$ cat config.mk
export PLATFORM = sky130hd
export DESIGN_NAME = synaptic_current_integrator
export DESIGN_NICKNAME = d
export VERILOG_FILES = /design/src/rtl/snn_pkg.sv /design/src/rtl/syn_weight_rf.sv /design/src/rtl/synaptic_current_integrator.sv
export SDC_FILE = /design/constraint.sdc
export NUM_CORES = 1
export LEC_CHECK = 0
export ABC_AREA = 1
export BUFFER_PORTS_ARGS = -buffer_cell sky130_fd_sc_hd__clkbuf_2
export CAP_MARGIN = 40
export CORE_UTILIZATION = 50
export CTS_BUF_LIST = sky130_fd_sc_hd__clkbuf_2
export CTS_CLUSTER_SIZE = 28
export DETAILED_ROUTE_END_ITERATION = 12
export PLACE_DENSITY = 0.69
export SLEW_MARGIN = 20
export SYNTH_ARGS = -nofsm -noshare
export SYNTH_HDL_FRONTEND = slang
export SYNTH_HIERARCHICAL = 1
export SYNTH_SLANG_ARGS = --single-unit
$ cat constraint.sdc
create_clock -name clk -period 2.35 [get_ports clk]
set_clock_uncertainty 0.2 [all_clocks]
set_input_delay 0.1175 -clock clk [delete_from_list [all_inputs] [get_ports clk]]
set_output_delay 0.1175 -clock clk [all_outputs]
set_load 0.01 [all_outputs]
$ cat src/rtl/snn_pkg.sv
// Shared types, widths and arithmetic helpers for the spiking front-end
// (synaptic integrator and the LIF neuron stage).
package snn_pkg;

    localparam int N_SYN       = 16;
    localparam int SYN_ID_W    = 4;
    localparam int W_W         = 8;
    localparam int ACC_W       = 12;
    localparam int DECAY_SHIFT = 3;
    localparam int CUR_W       = 8;

    localparam logic signed [ACC_W-1:0] ACC_MAX = 12'sd2047;
    localparam logic signed [ACC_W-1:0] ACC_MIN = -12'sd2048;
    localparam logic [CUR_W-1:0]        CUR_MAX = 8'd255;

    typedef enum logic [1:0] {
        ST_IDLE  = 2'd0,
        ST_ACC   = 2'd1,
        ST_DECAY = 2'd2,
        ST_OUT   = 2'd3
    } sci_state_t;

    // One guard bit is enough: a W_W-bit weight can overflow ACC_W by at most one bit.
    function automatic logic signed [ACC_W:0] ext_sum(input logic signed [ACC_W-1:0] a,
                                                      input logic signed [W_W-1:0]   w);
        ext_sum = $signed({a[ACC_W-1], a}) + $signed({{(ACC_W+1-W_W){w[W_W-1]}}, w});
    endfunction

    function automatic logic sat_hit(input logic signed [ACC_W-1:0] a,
                                     input logic signed [W_W-1:0]   w);
        logic signed [ACC_W:0] s;
        s       = ext_sum(a, w);
        sat_hit = (s[ACC_W] != s[ACC_W-1]);
    endfunction

    function automatic logic signed [ACC_W-1:0] sat_add(input logic signed [ACC_W-1:0] a,
                                                        input logic signed [W_W-1:0]   w);
        logic signed [ACC_W:0] s;
        s = ext_sum(a, w);
        if (s[ACC_W] != s[ACC_W-1])
            sat_add = s[ACC_W] ? ACC_MIN : ACC_MAX;
        else
            sat_add = s[ACC_W-1:0];
    endfunction

    function automatic logic [CUR_W-1:0] clamp_cur(input logic signed [ACC_W-1:0] a);
        if (a[ACC_W-1])
            clamp_cur = '0;
        else if (a[ACC_W-2:CUR_W] != '0)
            clamp_cur = CUR_MAX;
        else
            clamp_cur = a[CUR_W-1:0];
    endfunction

endpackage

$ cat src/rtl/syn_weight_rf.sv
// Per-synapse weight store: one write port, one registered read-first lookup port.
module syn_weight_rf
    import snn_pkg::*;
(
    input  logic                clk,
    input  logic                reset_n,
    input  logic                rd_en,
    input  logic [SYN_ID_W-1:0] rd_addr,
    output logic [W_W-1:0]      rd_data,
    input  logic                we,
    input  logic [SYN_ID_W-1:0] wr_addr,
    input  logic [W_W-1:0]      wr_data
);

    logic [W_W-1:0] mem [N_SYN];

    // Lookup samples mem before this edge's write lands, so same-address collisions see the old weight.
    always_ff @(posedge clk) begin
        if (!reset_n) begin
            for (int i = 0; i < N_SYN; i++)
                mem[i] <= '0;
            rd_data <= '0;
        end else begin
            if (we)
                mem[wr_addr] <= wr_data;
            if (rd_en)
                rd_data <= mem[rd_addr];
        end
    end

endmodule

$ cat src/rtl/synaptic_current_integrator.sv
// Spike-driven saturating current accumulator with per-tick exponential decay,
// publishing a clamped 8-bit current and stop flag to the LIF neuron.
//
//   state    | meaning
//   ---------+-----------------------------------------------------------
//   ST_IDLE  | waiting; tick (or pending tick) wins over a spike handshake
//   ST_ACC   | add looked-up weight into acc with saturation
//   ST_DECAY | acc -= acc >>> DECAY_SHIFT, flushing the small residue
//   ST_OUT   | publish clamp(acc) and stop, pulse current_valid
module synaptic_current_integrator
    import snn_pkg::*;
(
    input  logic                clk,
    input  logic                reset_n,
    input  logic                tick,
    input  logic                spk_valid,
    output logic                spk_ready,
    input  logic [SYN_ID_W-1:0] spk_id,
    input  logic                w_we,
    input  logic [SYN_ID_W-1:0] w_addr,
    input  logic [W_W-1:0]      w_data,
    output logic [CUR_W-1:0]    current,
    output logic                current_valid,
    output logic                stop,
    output logic                sat_flag,
    output logic                tick_ovr
);

    sci_state_t              state;
    logic signed [ACC_W-1:0] acc;
    logic signed [ACC_W-1:0] acc_shr;
    logic [W_W-1:0]          w_q;
    logic                    tick_pend;
    logic                    spk_fire;

    assign spk_ready = (state == ST_IDLE) & ~tick & ~tick_pend;
    assign spk_fire  = spk_valid & spk_ready;
    assign acc_shr   = acc >>> DECAY_SHIFT;

    syn_weight_rf u_weight_rf (
        .clk     (clk),
        .reset_n (reset_n),
        .rd_en   (spk_fire),
        .rd_addr (spk_id),
        .rd_data (w_q),
        .we      (w_we),
        .wr_addr (w_addr),
        .wr_data (w_data)
    );

    always_ff @(posedge clk) begin
        if (!reset_n) begin
            state         <= ST_IDLE;
            acc           <= '0;
            tick_pend     <= 1'b0;
            current       <= '0;
            stop          <= 1'b1;
            current_valid <= 1'b0;
            sat_flag      <= 1'b0;
            tick_ovr      <= 1'b0;
        end else begin
            current_valid <= 1'b0;

            // Only one tick can be buffered while busy; a second one is lost.
            if (tick && (state != ST_IDLE)) begin
                if (tick_pend)
                    tick_ovr <= 1'b1;
                else
                    tick_pend <= 1'b1;
            end

            case (state)
                ST_IDLE: begin
                    if (tick || tick_pend) begin
                        state     <= ST_DECAY;
                        tick_pend <= 1'b0;
                    end else if (spk_fire) begin
                        state <= ST_ACC;
                    end
                end
                ST_ACC: begin
                    acc <= sat_add(acc, w_q);
                    if (sat_hit(acc, w_q))
                        sat_flag <= 1'b1;
                    state <= ST_IDLE;
                end
                ST_DECAY: begin
                    if (acc_shr == '0)
                        acc <= '0;
                    else
                        acc <= acc - acc_shr;
                    state <= ST_OUT;
                end
                ST_OUT: begin
                    current       <= clamp_cur(acc);
                    stop          <= (clamp_cur(acc) == '0);
                    current_valid <= 1'b1;
                    state         <= ST_IDLE;
                end
                default: state <= ST_IDLE;
            endcase
        end
    end

endmodule
==> flow_metrics.tcl, run 1 <==
set metrics [dict create \
    r2r_end "acc[8]$_SDFFE_PN0P_" \
    crit_required_ns 2.03 \
    syn_nets 1091 \
    hold_violations 0 \
    critical_path.slowest_cell "dlygate4sd3_1" \
    drt_iter0_drc 545 \
    whs_ns 0.127 \
    synth_area_leaders "edfxtp_1, nand2_1, nor2_1, dfxtp_1, nand3_1" \
    min_path_type "in2reg" \
    remaining_drc_errors 0 \
    postSynthCellCount 1040 \
    cpPeakStageDelay_ns 0.57 \
    cap_violations 0 \
    crit_end "spk_ready" \
    reg2regPathDepth 13 \
    port_buffers 33 \
    clock-sinks 163 \
    crit_type "in2out" \
    path_clk_slew_ns 0.23 \
    peakVddDrop_v 0.000531 \
    drive_gt1_share_pct 14.0 \
    start_util_pct 51.1 \
    area_growth_pct 9.35 \
    power_leakage_uw 0.00420 \
    outcome "complete, no violations" \
    n_fill_cell 1619 \
    end_kind "primary output" \
    io_pins 34 \
    dr.pass1.iters 5 \
    relSlewSlack_pct 43.2 \
    routed_via_density 5.36 \
    synth_ff_type "edfxtp_1" \
    core_mm2 0.0172 \
    synth-edff-count 128 \
    fp.dieW_um 135 \
    worstMarginPinSlew_ns 0.850 \
    regToRegSetupSlack_ns 0.13 \
    insertion_delay_ns 0.72 \
    clock.fmax_mhz 447 \
    yosys.area.top_type "edfxtp_1" \
    cts_tree "built" \
    dieArea_mm2 0.0181 \
    yosysMostFrequentCell "nand2_1" \
    setup_tns_ns 0 \
    setup_violations 0 \
    cts_buffers 17 \
    holdPathStages 4 \
    final_net_count 1145 \
    grt_max_degree 65 \
    min_period_over_period_pct 95.2 \
    cp_cell_sequence "dlygate4sd3_1, clkbuf_2, dlygate4sd3_1, nor2_1, inv_1, nor2_1, clkbuf_2" \
    drt-total-wl_um 21400 \
    grtUsageTotal_pct 24.8 \
    ant_nets 0 \
    slew_viol_final 0 \
    ys_seq_elements 163 \
    dp_hpwl_um 14800 \
    dieHeight_um 135 \
    async_reset_ff_share_pct 0 \
    cp-startpoint "tick" \
    rsz0062_at_grt "yes" \
    rows 48 \
    stdcell_count 1332 \
    netlist_area_mm2 0.00880 \
    yosysWarnings 6 \
    synth_common_cells "nand2_1, nor2_1, nand3_1" \
    clockBufferDepth 2 \
    grt_first_pass_wirelength_um 34300 \
    p_total_uw 7650 \
    avgSynthCellArea_um2 8.46 \
    antenna_found_initial 1 \
    start_kind "input pin" \
    fin_util_pct 55.8 \
    grt_pass1_vias 6691 \
    vias 7142 \
    numPlacedInstances 1272 \
    h-tree-depth 4 \
    place_congestion 0.884 \
    wl_per_cell_um 16.1 \
    p_per_area_mw_per_mm2 795 \
    synth_top_area_share_pct 43.7 \
    synth.yosys.seq_area_share_pct 51.6 \
    grt.overflow.total 0 \
    synth_cell_types 36 \
    crit_fanout 3 \
    clockRootBuffer "clkbuf_2" \
    fin_crit_ns 2.24 \
    rr_startpoint "acc[0]$_SDFFE_PN0P_" \
    critical_path_arrival_ns 1.92 \
]
## what timing repair did
| item | 4_1_cts | 5_1_grt |
|---|---|---|
| hold buffers | 27 | 0 |
| endpoints found under the setup margin | 0 | 16 |
| resized for setup | 0 | 18 |
| buffers inserted | 0 | 2 |
| endpoints found under the hold margin | 183 | 0 |
## logic make-up (layout without fill, tap and decap cells)
logic type	Yosys count	in the layout	synth area share (%)
adder cells (fa/ha/maj)	30	30	4.44
buffers and inverters	119	185	6.24
flip-flops	163	163	51.6
XOR/XNOR	8	8	0.796
AND/OR/NAND/NOR	630	630	31.0
other	0	1	0
AO/OA/AOI/OAI	90	90	5.86
## cells in the final DEF (no fill, tap or decap), drive strengths merged, types with 3 or more instances in the layout
cell,count
a211oi,3
ha,28
edfxtp,128
clkinv,9
dfxtp,35
nand2,285
buf,17
inv,77
xor2,5
clkbuf,52
nand3,136
a21oi,41
clkinvlp,4
dlygate4sd3,26
o21ai,35
a21o,4
nor2,192
nor3,5
xnor2,3
nand4,10
## final cells by class
type	count	area (µm²)	share of cell area, %
Sequential cell	163	4560	47.4
Antenna cell	1	2.50	0.0260
Tap cell	225	282	2.93
Timing Repair Buffer	76	566	5.88
Clock inverter	12	87.6	0.910
Multi-Input combinational cell	758	3730	38.8
Inverter	78	298	3.09
Clock buffer	19	95.1	0.988
## worst max-delay path: cells and delay by family
kind / cells / cell delay, ns
buffers and inverters: 5 / 1.44
AND/OR/NAND/NOR: 2 / 0.35
## sequential cells by signal (all words and copies together) (netlist names)
register / flops
current: 8
acc: 12
u_weight_rf/mem: 128
stop: 1
sat_flag: 1
u_weight_rf/rd_data: 8
tick_pend: 1
tick_ovr: 1
current_valid: 1
state: 2
## per-layer routing
| layer | share of wire [%] | up-vias | global-route usage [%] |
|---|---|---|---|
| li1 | - | 3566 | - |
| met1 | 44 | 3310 | 33.2 |
| met2 | 47 | 234 | 41.0 |
| met3 | 6.3 | 32 | 4.20 |
| met4 | 1.9 | 0 | 8.55 |
| met5 | 0 | - | 0 |
## worst min path at each step
stage	start	endpoint	slack (ns)
finish	spk_valid	state[1]$_SDFFE_PN0P_	0.13
global route	spk_valid	state[0]$_SDFFE_PN0P_	0.05
CTS	spk_valid	state[1]$_SDFFE_PN0P_	0.02
detailed placement	tick	tick_ovr$_SDFFE_PN0P_	0.20
global placement	tick	tick_ovr$_SDFFE_PN0P_	0.20
floorplan	tick	tick_ovr$_SDFFE_PN0P_	0.08
## per-stage QoR
step                setup slack [ns]  cell area, µm²
floorplan                      0.153            8800
global placement              0.0380            9120
detailed placement            0.0533            9120
CTS                           0.0253            9570
global route                 -0.0340            9620
finish                         0.113            9620
## power by group
| part | leakage, µW | internal [µW] | total [µW] | switching [µW] |
|---|---|---|---|---|
| Clock | 0.000110 | 278 | 1260 | 979 |
| Combinational | 0.00258 | 1030 | 2860 | 1840 |
| Sequential | 0.00151 | 3360 | 3530 | 176 |
| Total | 0.00420 | 4660 | 7650 | 2990 |
Note: power is estimated with default switching activity, not from simulation.
==> run 2, diff against run 1 <==
--- a/config.mk
+++ b/config.mk
@@ -8,5 +8,5 @@
 export ABC_AREA = 1
 export BUFFER_PORTS_ARGS = -buffer_cell sky130_fd_sc_hd__clkbuf_2
-export CAP_MARGIN = 40
+export CAP_MARGIN = 20
 export CORE_UTILIZATION = 50
 export CTS_BUF_LIST = sky130_fd_sc_hd__clkbuf_2
==> constraint.sdc (replaced) <==
create_clock -name clk -period 2.35 [get_ports clk]
set_clock_uncertainty 0.2 [all_clocks]
set_input_delay 0.3525 -clock clk [delete_from_list [all_inputs] [get_ports clk]]
set_output_delay 0.3525 -clock clk [all_outputs]
set_load 0.01 [all_outputs]
==> run 2 against run 1 <==
  * Core utilization increased by 0.89 points
  * Combinational power increased by 1%
  * Non-clock buffer count decreased by 1
  * Sequential power about the same
  * Die area unchanged
  * Maximum frequency increased by 0.26%
  * Hold slack got worse by 0.055 ns
==> flow_metrics.tcl, run 2 (synthesized netlist as in run 1, its figures left out) <==
set metrics [dict create \
    port_buffers 33 \
    rsz0062_at_grt "no" \
    cts_buffers 17 \
    dr.pass1.iters 5 \
    clock-sinks 163 \
    layout_setup_ws_ns 0.119 \
    drive_gt1_share_pct 15.2 \
    cap_violations 0 \
    relSlewSlack_pct 53.2 \
    start_kind "flip-flop" \
    multiInputGateArea_mm2 0.00375 \
    antenna_found_initial 1 \
    min_period_over_period_pct 94.9 \
    crit_type "reg2reg" \
    cpPeakStageDelay_ns 0.44 \
    reg2regPathDepth 10 \
    fp.dieW_um 135 \
    top_regs "u_weight_rf/mem: 128 flops, acc: 12 flops" \
    crit_required_ns 2.82 \
    setup_violations 0 \
    grtUsageTotal_pct 24.7 \
    wl_met3_um 1330 \
    dieArea_mm2 0.0181 \
    io_pins 34 \
    n_fill_cell 1564 \
    design_area_mm2 0.00978 \
    clockBufferDepth 2 \
    wl_met1_um 9390 \
    power_leakage_uw 0.00429 \
    crit_buf_inv 1 \
    core_mm2 0.0172 \
    routed_via_density 5.39 \
    wl_per_cell_um 16.1 \
    start_util_pct 51.1 \
    worstHoldStart "w_data[5]" \
    holdPathStages 3 \
    grt_max_degree 65 \
    setup_tns_ns 0 \
    wl_met2_um 10200 \
    h-tree-depth 4 \
    regArea_mm2 0.00456 \
    critical_path_arrival_ns 2.70 \
    dpl_cell_area_mm2 0.00917 \
    dieHeight_um 135 \
    clock.fmax_mhz 448 \
    p_per_area_mw_per_mm2 853 \
    path_clk_slew_ns 0.26 \
    worstMarginPinSlew_ns 0.701 \
    grt_first_pass_wirelength_um 34000 \
    remaining_drc_errors 0 \
    place_congestion 0.890 \
    largest_reg_flops 128 \
    critical_path.slowest_cell "dfxtp_4" \
    final_net_count 1144 \
    crit_fanout 6 \
    cp_top_family "simple AND/OR/NAND/NOR gates" \
    slew_viol_final 0 \
    min_to "u_weight_rf/mem[12][5]$_SDFFCE_PN0P_" \
    vias 7182 \
    rows 48 \
    fin_util_pct 56.7 \
    cp_cell_sequence "inv_1, ha_1, a21oi_2, o21ai_0, a21o_1, or2_2, nand2_1, nand3_1, nor2_1, nor2_1" \
    end_kind "flip-flop" \
    final_cell_mix "nand2_1, nor2_1, nand3_1" \
    drt_iter0_drc 544 \
    dp_slack_ns 0.0568 \
    peakVddDrop_v 0.000544 \
    grt_pass1_vias 6795 \
    final_common_cell "nand2_1" \
    min_path_type "in2reg" \
    highest_layer "met4" \
    grt.overflow.total 0 \
    fin_crit_ns 2.23 \
    clockRootBuffer "clkbuf_2" \
    insertion_delay_ns 0.74 \
    cts_tree "built" \
    largest-register "u_weight_rf/mem" \
    outcome "complete, no violations" \
    regToRegSetupSlack_ns 0.12 \
    hold_violations 0 \
    area_growth_pct 11.1 \
    rr_startpoint "acc[7]$_SDFFE_PN0P_" \
    ant_nets 0 \
    cpMostUsedCell "nor2_1" \
    r2r_end "acc[5]$_SDFFE_PN0P_" \
    drt-total-wl_um 21400 \
    dp_hpwl_um 14700 \
]
run 2: changes by cell type in the layout (fill, tap and decap cells not counted), moves of 2 or more:
cell and change:
dlygate4sd3_1 -7, buf_4 +5, bufinv_16 +5, clkbuf_2 -3
clkinvlp_4 -3, inv_6 +3, clkinv_2 -2, inv_8 +2
run 2: what timing repair did:
item	CTS	global route
hold buffers	17	3
endpoints found under the setup margin	1	19
endpoints found under the hold margin	126	4
pin swaps	0	2
gates resized for setup	5	20
setup buffers	1	2
run 2: worst max path at each step:
stage	startpoint	to	cells after the start
floorplan	acc[0]$_SDFFE_PN0P_	acc[1]$_SDFFE_PN0P_	15
global placement	acc[7]$_SDFFE_PN0P_	acc[5]$_SDFFE_PN0P_	10
detailed placement	acc[7]$_SDFFE_PN0P_	acc[5]$_SDFFE_PN0P_	10
CTS	state[0]$_SDFFE_PN0P_	spk_ready	5
global route	acc[5]$_SDFFE_PN0P_	acc[7]$_SDFFE_PN0P_	11
finish	acc[7]$_SDFFE_PN0P_	acc[5]$_SDFFE_PN0P_	10
run 2: final cells by class:
| cell class | instances | share of cell area [%] |
|---|---|---|
| tap | 225 | 2.88 |
| multi-input combinational | 758 | 38.4 |
| antenna | 1 | 0.0256 |
| clock buffer | 17 | 0.870 |
| sequential | 163 | 46.7 |
| timing repair buffer | 75 | 5.66 |
| inverter | 78 | 3.07 |
| clock inverter | 15 | 2.47 |
run 2: through the flow:
stage               total power [µW]  instances  hold slack, ns
global route                    8850       1332          0.0148
finish                          8340       1332          0.0716
detailed placement              6350       1277           0.245
global placement                6320       1277           0.246
floorplan                       5650       1040           0.257
CTS                             8260       1327         0.00786
run 2: worst min-delay path, cell delays in order:
cell	delay (ns)
clkbuf_2	0.08
inv_1	0.29
nor2_1	0.19
run 2: power breakdown:
| part | switching [µW] | leakage, µW | internal (µW) | total (µW) |
|---|---|---|---|---|
| Combinational | 1860 | 0.00259 | 1040 | 2900 |
| Sequential | 167 | 0.00151 | 3360 | 3530 |
| Clock | 1070 | 0.000184 | 841 | 1910 |
| Total | 3100 | 0.00429 | 5240 | 8340 |
run 2: layer usage:
layer	global-route usage [%]	up-vias
li1	-	3568
met1	32.5	3325
met2	41.2	245
met3	4.47	44
met4	7.80	0
met5	0	-
==> run 3, diff against run 2 <==
CORE_MARGIN = 5   (was unset)
PLACE_DENSITY = unset   (was 0.69)
PLACE_DENSITY_LB_ADDON = 0.3   (was unset)
==> run 3 against run 2 <==
  * Design area unchanged
  * Sequential share of layout area barely moved
  * Register-to-register slack got worse by 0.02 ns
  * Clock-buffer cell count is the same
  * Flip-flop and latch count did not move
  * Core utilization shrank 0.20 points
  * Maximum frequency decreased by 0.74%
  * Non-clock buffer count up 9
  * Total power is 2.5% lower
  * Global-route usage shrank 2.0 points
  * First-iteration DRC count rose by 64%
  * Critical endpoint is now acc[0]$_SDFFE_PN0P_
  * Largest cell class unchanged
  * Highest routed layer unchanged
==> flow_metrics.tcl, run 3 (synthesized netlist as in run 1, its figures left out) <==
set metrics [dict create \
    outcome "complete, no violations" \
    ant_nets 0 \
    p_per_area_mw_per_mm2 832 \
    cts_buffers 17 \
    whs_ns 0.114 \
    dieHeight_um 143 \
    setup_tns_ns 0 \
    worstMarginPinSlew_ns 0.587 \
    fp.dieW_um 143 \
    io_pins 34 \
    setup_violations 0 \
    regToRegSetupSlack_ns 0.10 \
    grt_first_pass_wirelength_um 35800 \
    port_buffers 33 \
    area_growth_pct 11.1 \
    crit_type "reg2reg" \
    largest-register "u_weight_rf/mem" \
    wl_per_cell_um 16.7 \
    crit_cells 14 \
    start_util_pct 50.9 \
    n_fill_cell 1600 \
    top_regs "u_weight_rf/mem: 128 flops, acc: 12 flops" \
    path_clk_slew_ns 0.23 \
    min_period_over_period_pct 95.7 \
    final_net_count 1153 \
    rsz0062_at_grt "yes" \
    r2r_end "acc[0]$_SDFFE_PN0P_" \
    routed_via_density 5.48 \
    remaining_drc_errors 0 \
    crit_required_ns 2.81 \
    insertion_delay_ns 0.74 \
    slew_viol_final 0 \
    grt.overflow.total 0 \
    end_kind "flip-flop" \
    grt_max_degree 65 \
    grt_pass1_vias 6858 \
    final_cell_mix "nand2_1, nor2_1, nand3_1" \
    regArea_mm2 0.00457 \
    crit_end "acc[0]$_SDFFE_PN0P_" \
    place_congestion 0.902 \
    hold_violations 0 \
    rows 48 \
    power_leakage_uw 0.00430 \
    peakVddDrop_v 0.000342 \
    critical_path.slowest_cell "dfxtp_1" \
    dieArea_mm2 0.0204 \
    critical_path_arrival_ns 2.71 \
    start_kind "flip-flop" \
    holdPathStages 8 \
    vias 7340 \
    drt-total-wl_um 22400 \
    design_area_mm2 0.00978 \
    clock.fmax_mhz 445 \
    clockBufferDepth 2 \
    crit_buf_inv 3 \
    cp-startpoint "u_weight_rf/rd_data[0]$_SDFFE_PN0P_" \
    crit_fanout 5 \
    fin_crit_ns 2.25 \
    cts_tree "built" \
    cpMostUsedCell "nand2_2" \
    clockRootBuffer "clkbuf_2" \
    core_mm2 0.0173 \
    dp_hpwl_um 15400 \
    cap_violations 0 \
    final_common_cell "nand2_1" \
    antenna_found_initial 1 \
    clock-sinks 163 \
    cpPeakStageDelay_ns 0.42 \
    drt_iter0_drc 890 \
    relSlewSlack_pct 60.9 \
    dpl_cell_area_mm2 0.00925 \
    dr.pass1.iters 7 \
    multiInputGateArea_mm2 0.00374 \
    cp_top_family "simple AND/OR/NAND/NOR gates" \
    grtUsageTotal_pct 22.7 \
    largest_reg_flops 128 \
    min_path_type "in2reg" \
    reg2regPathDepth 14 \
    drive_gt1_share_pct 15.7 \
    h-tree-depth 4 \
    rr_startpoint "u_weight_rf/rd_data[0]$_SDFFE_PN0P_" \
    cp_cell_sequence "ha_4, inv_1, fa_2, inv_1, nand3_1, nand2_2, nand3_2, nand4_1, nand2_2, nand2_4, nand2_4, inv_6, nand2_2, a21oi_2" \
]
## run 3: cell count changes in the layout (fill, tap and decap cells not counted), moves of 2 or more
cell and change:
o21ai_0 -3, a21oi_2 -2, clkinv_2 +2, inv_6 +2, o21ai_1 +3, a21oi_1 +2
clkinv_4 -2, bufinv_16 -2, buf_4 +8
## run 3: what timing repair did
item | CTS | global route
endpoints found under the setup margin | 3 | 14
resized for setup | 4 | 24
hold endpoints to repair | 157 | 0
buffers inserted | 0 | 3
pin swaps | 0 | 4
hold buffers | 19 | 0
## run 3: where the power goes
part           internal [µW]  leakage, µW  switching (µW)  total (µW)
registers               3360      0.00151             186        3550
logic                   1040      0.00263            1890        2930
clock network            611     0.000158            1040        1650
## run 3: layout make-up
type | count | share of cell area, %
flip-flops and latches | 163 | 46.7
multi-input cells | 758 | 38.2
repair buffers | 84 | 6.47
inverters | 78 | 3.05
well taps | 225 | 2.88
clock inverters | 13 | 1.77
clock buffers | 17 | 0.870
diodes | 1 | 0.0256
## run 3: stage by stage
step | util (%) | total power [µW] | worst slack [ns] | std cells
2_1_floorplan | - | 5650 | 0.153 | 1040
3_3_place_gp | 53.5 | 6360 | 0.0315 | 1286
3_5_place_dp | 53.5 | 6390 | 0.00528 | 1286
4_1_cts | 56.1 | 8050 | 0.0209 | 1335
5_1_grt | 56.5 | 8690 | -0.0229 | 1339
6_report | 56.5 | 8130 | 0.102 | 1339
## run 3: worst min path at each step
stage	startpoint	to	slack, ns
finish	spk_id[2]	u_weight_rf/rd_data[2]$_SDFFE_PN0P_	0.11
global route	spk_id[2]	u_weight_rf/rd_data[4]$_SDFFE_PN0P_	0.09
CTS	spk_id[2]	u_weight_rf/rd_data[2]$_SDFFE_PN0P_	0.05
detailed placement	tick_ovr$_SDFFE_PN0P_	tick_ovr$_SDFFE_PN0P_	0.24
global placement	tick_ovr$_SDFFE_PN0P_	tick_ovr$_SDFFE_PN0P_	0.24
floorplan	tick_pend$_SDFF_PN0_	tick_ovr$_SDFFE_PN0P_	0.26
## run 3: worst register-to-register path, stage by stage, from the launching register on
cell and delay (ns):
dfxtp_1 0.42, ha_4 0.15, inv_1 0.05, fa_2 0.36, inv_1 0.08, nand3_1 0.09
nand2_2 0.13, nand3_2 0.10, nand4_1 0.10, nand2_2 0.09, nand2_4 0.09, nand2_4 0.07
inv_6 0.10, nand2_2 0.06, a21oi_2 0.13
## run 3: layer usage
metal | part of all wire (%) | GRT usage, % | up-vias
li1 | - | - | 3577
met1 | 46 | 34.0 | 3431
met2 | 44 | 33.9 | 295
met3 | 8.0 | 4.19 | 37
met4 | 1.8 | 6.40 | 0
met5 | 0 | 0 | -
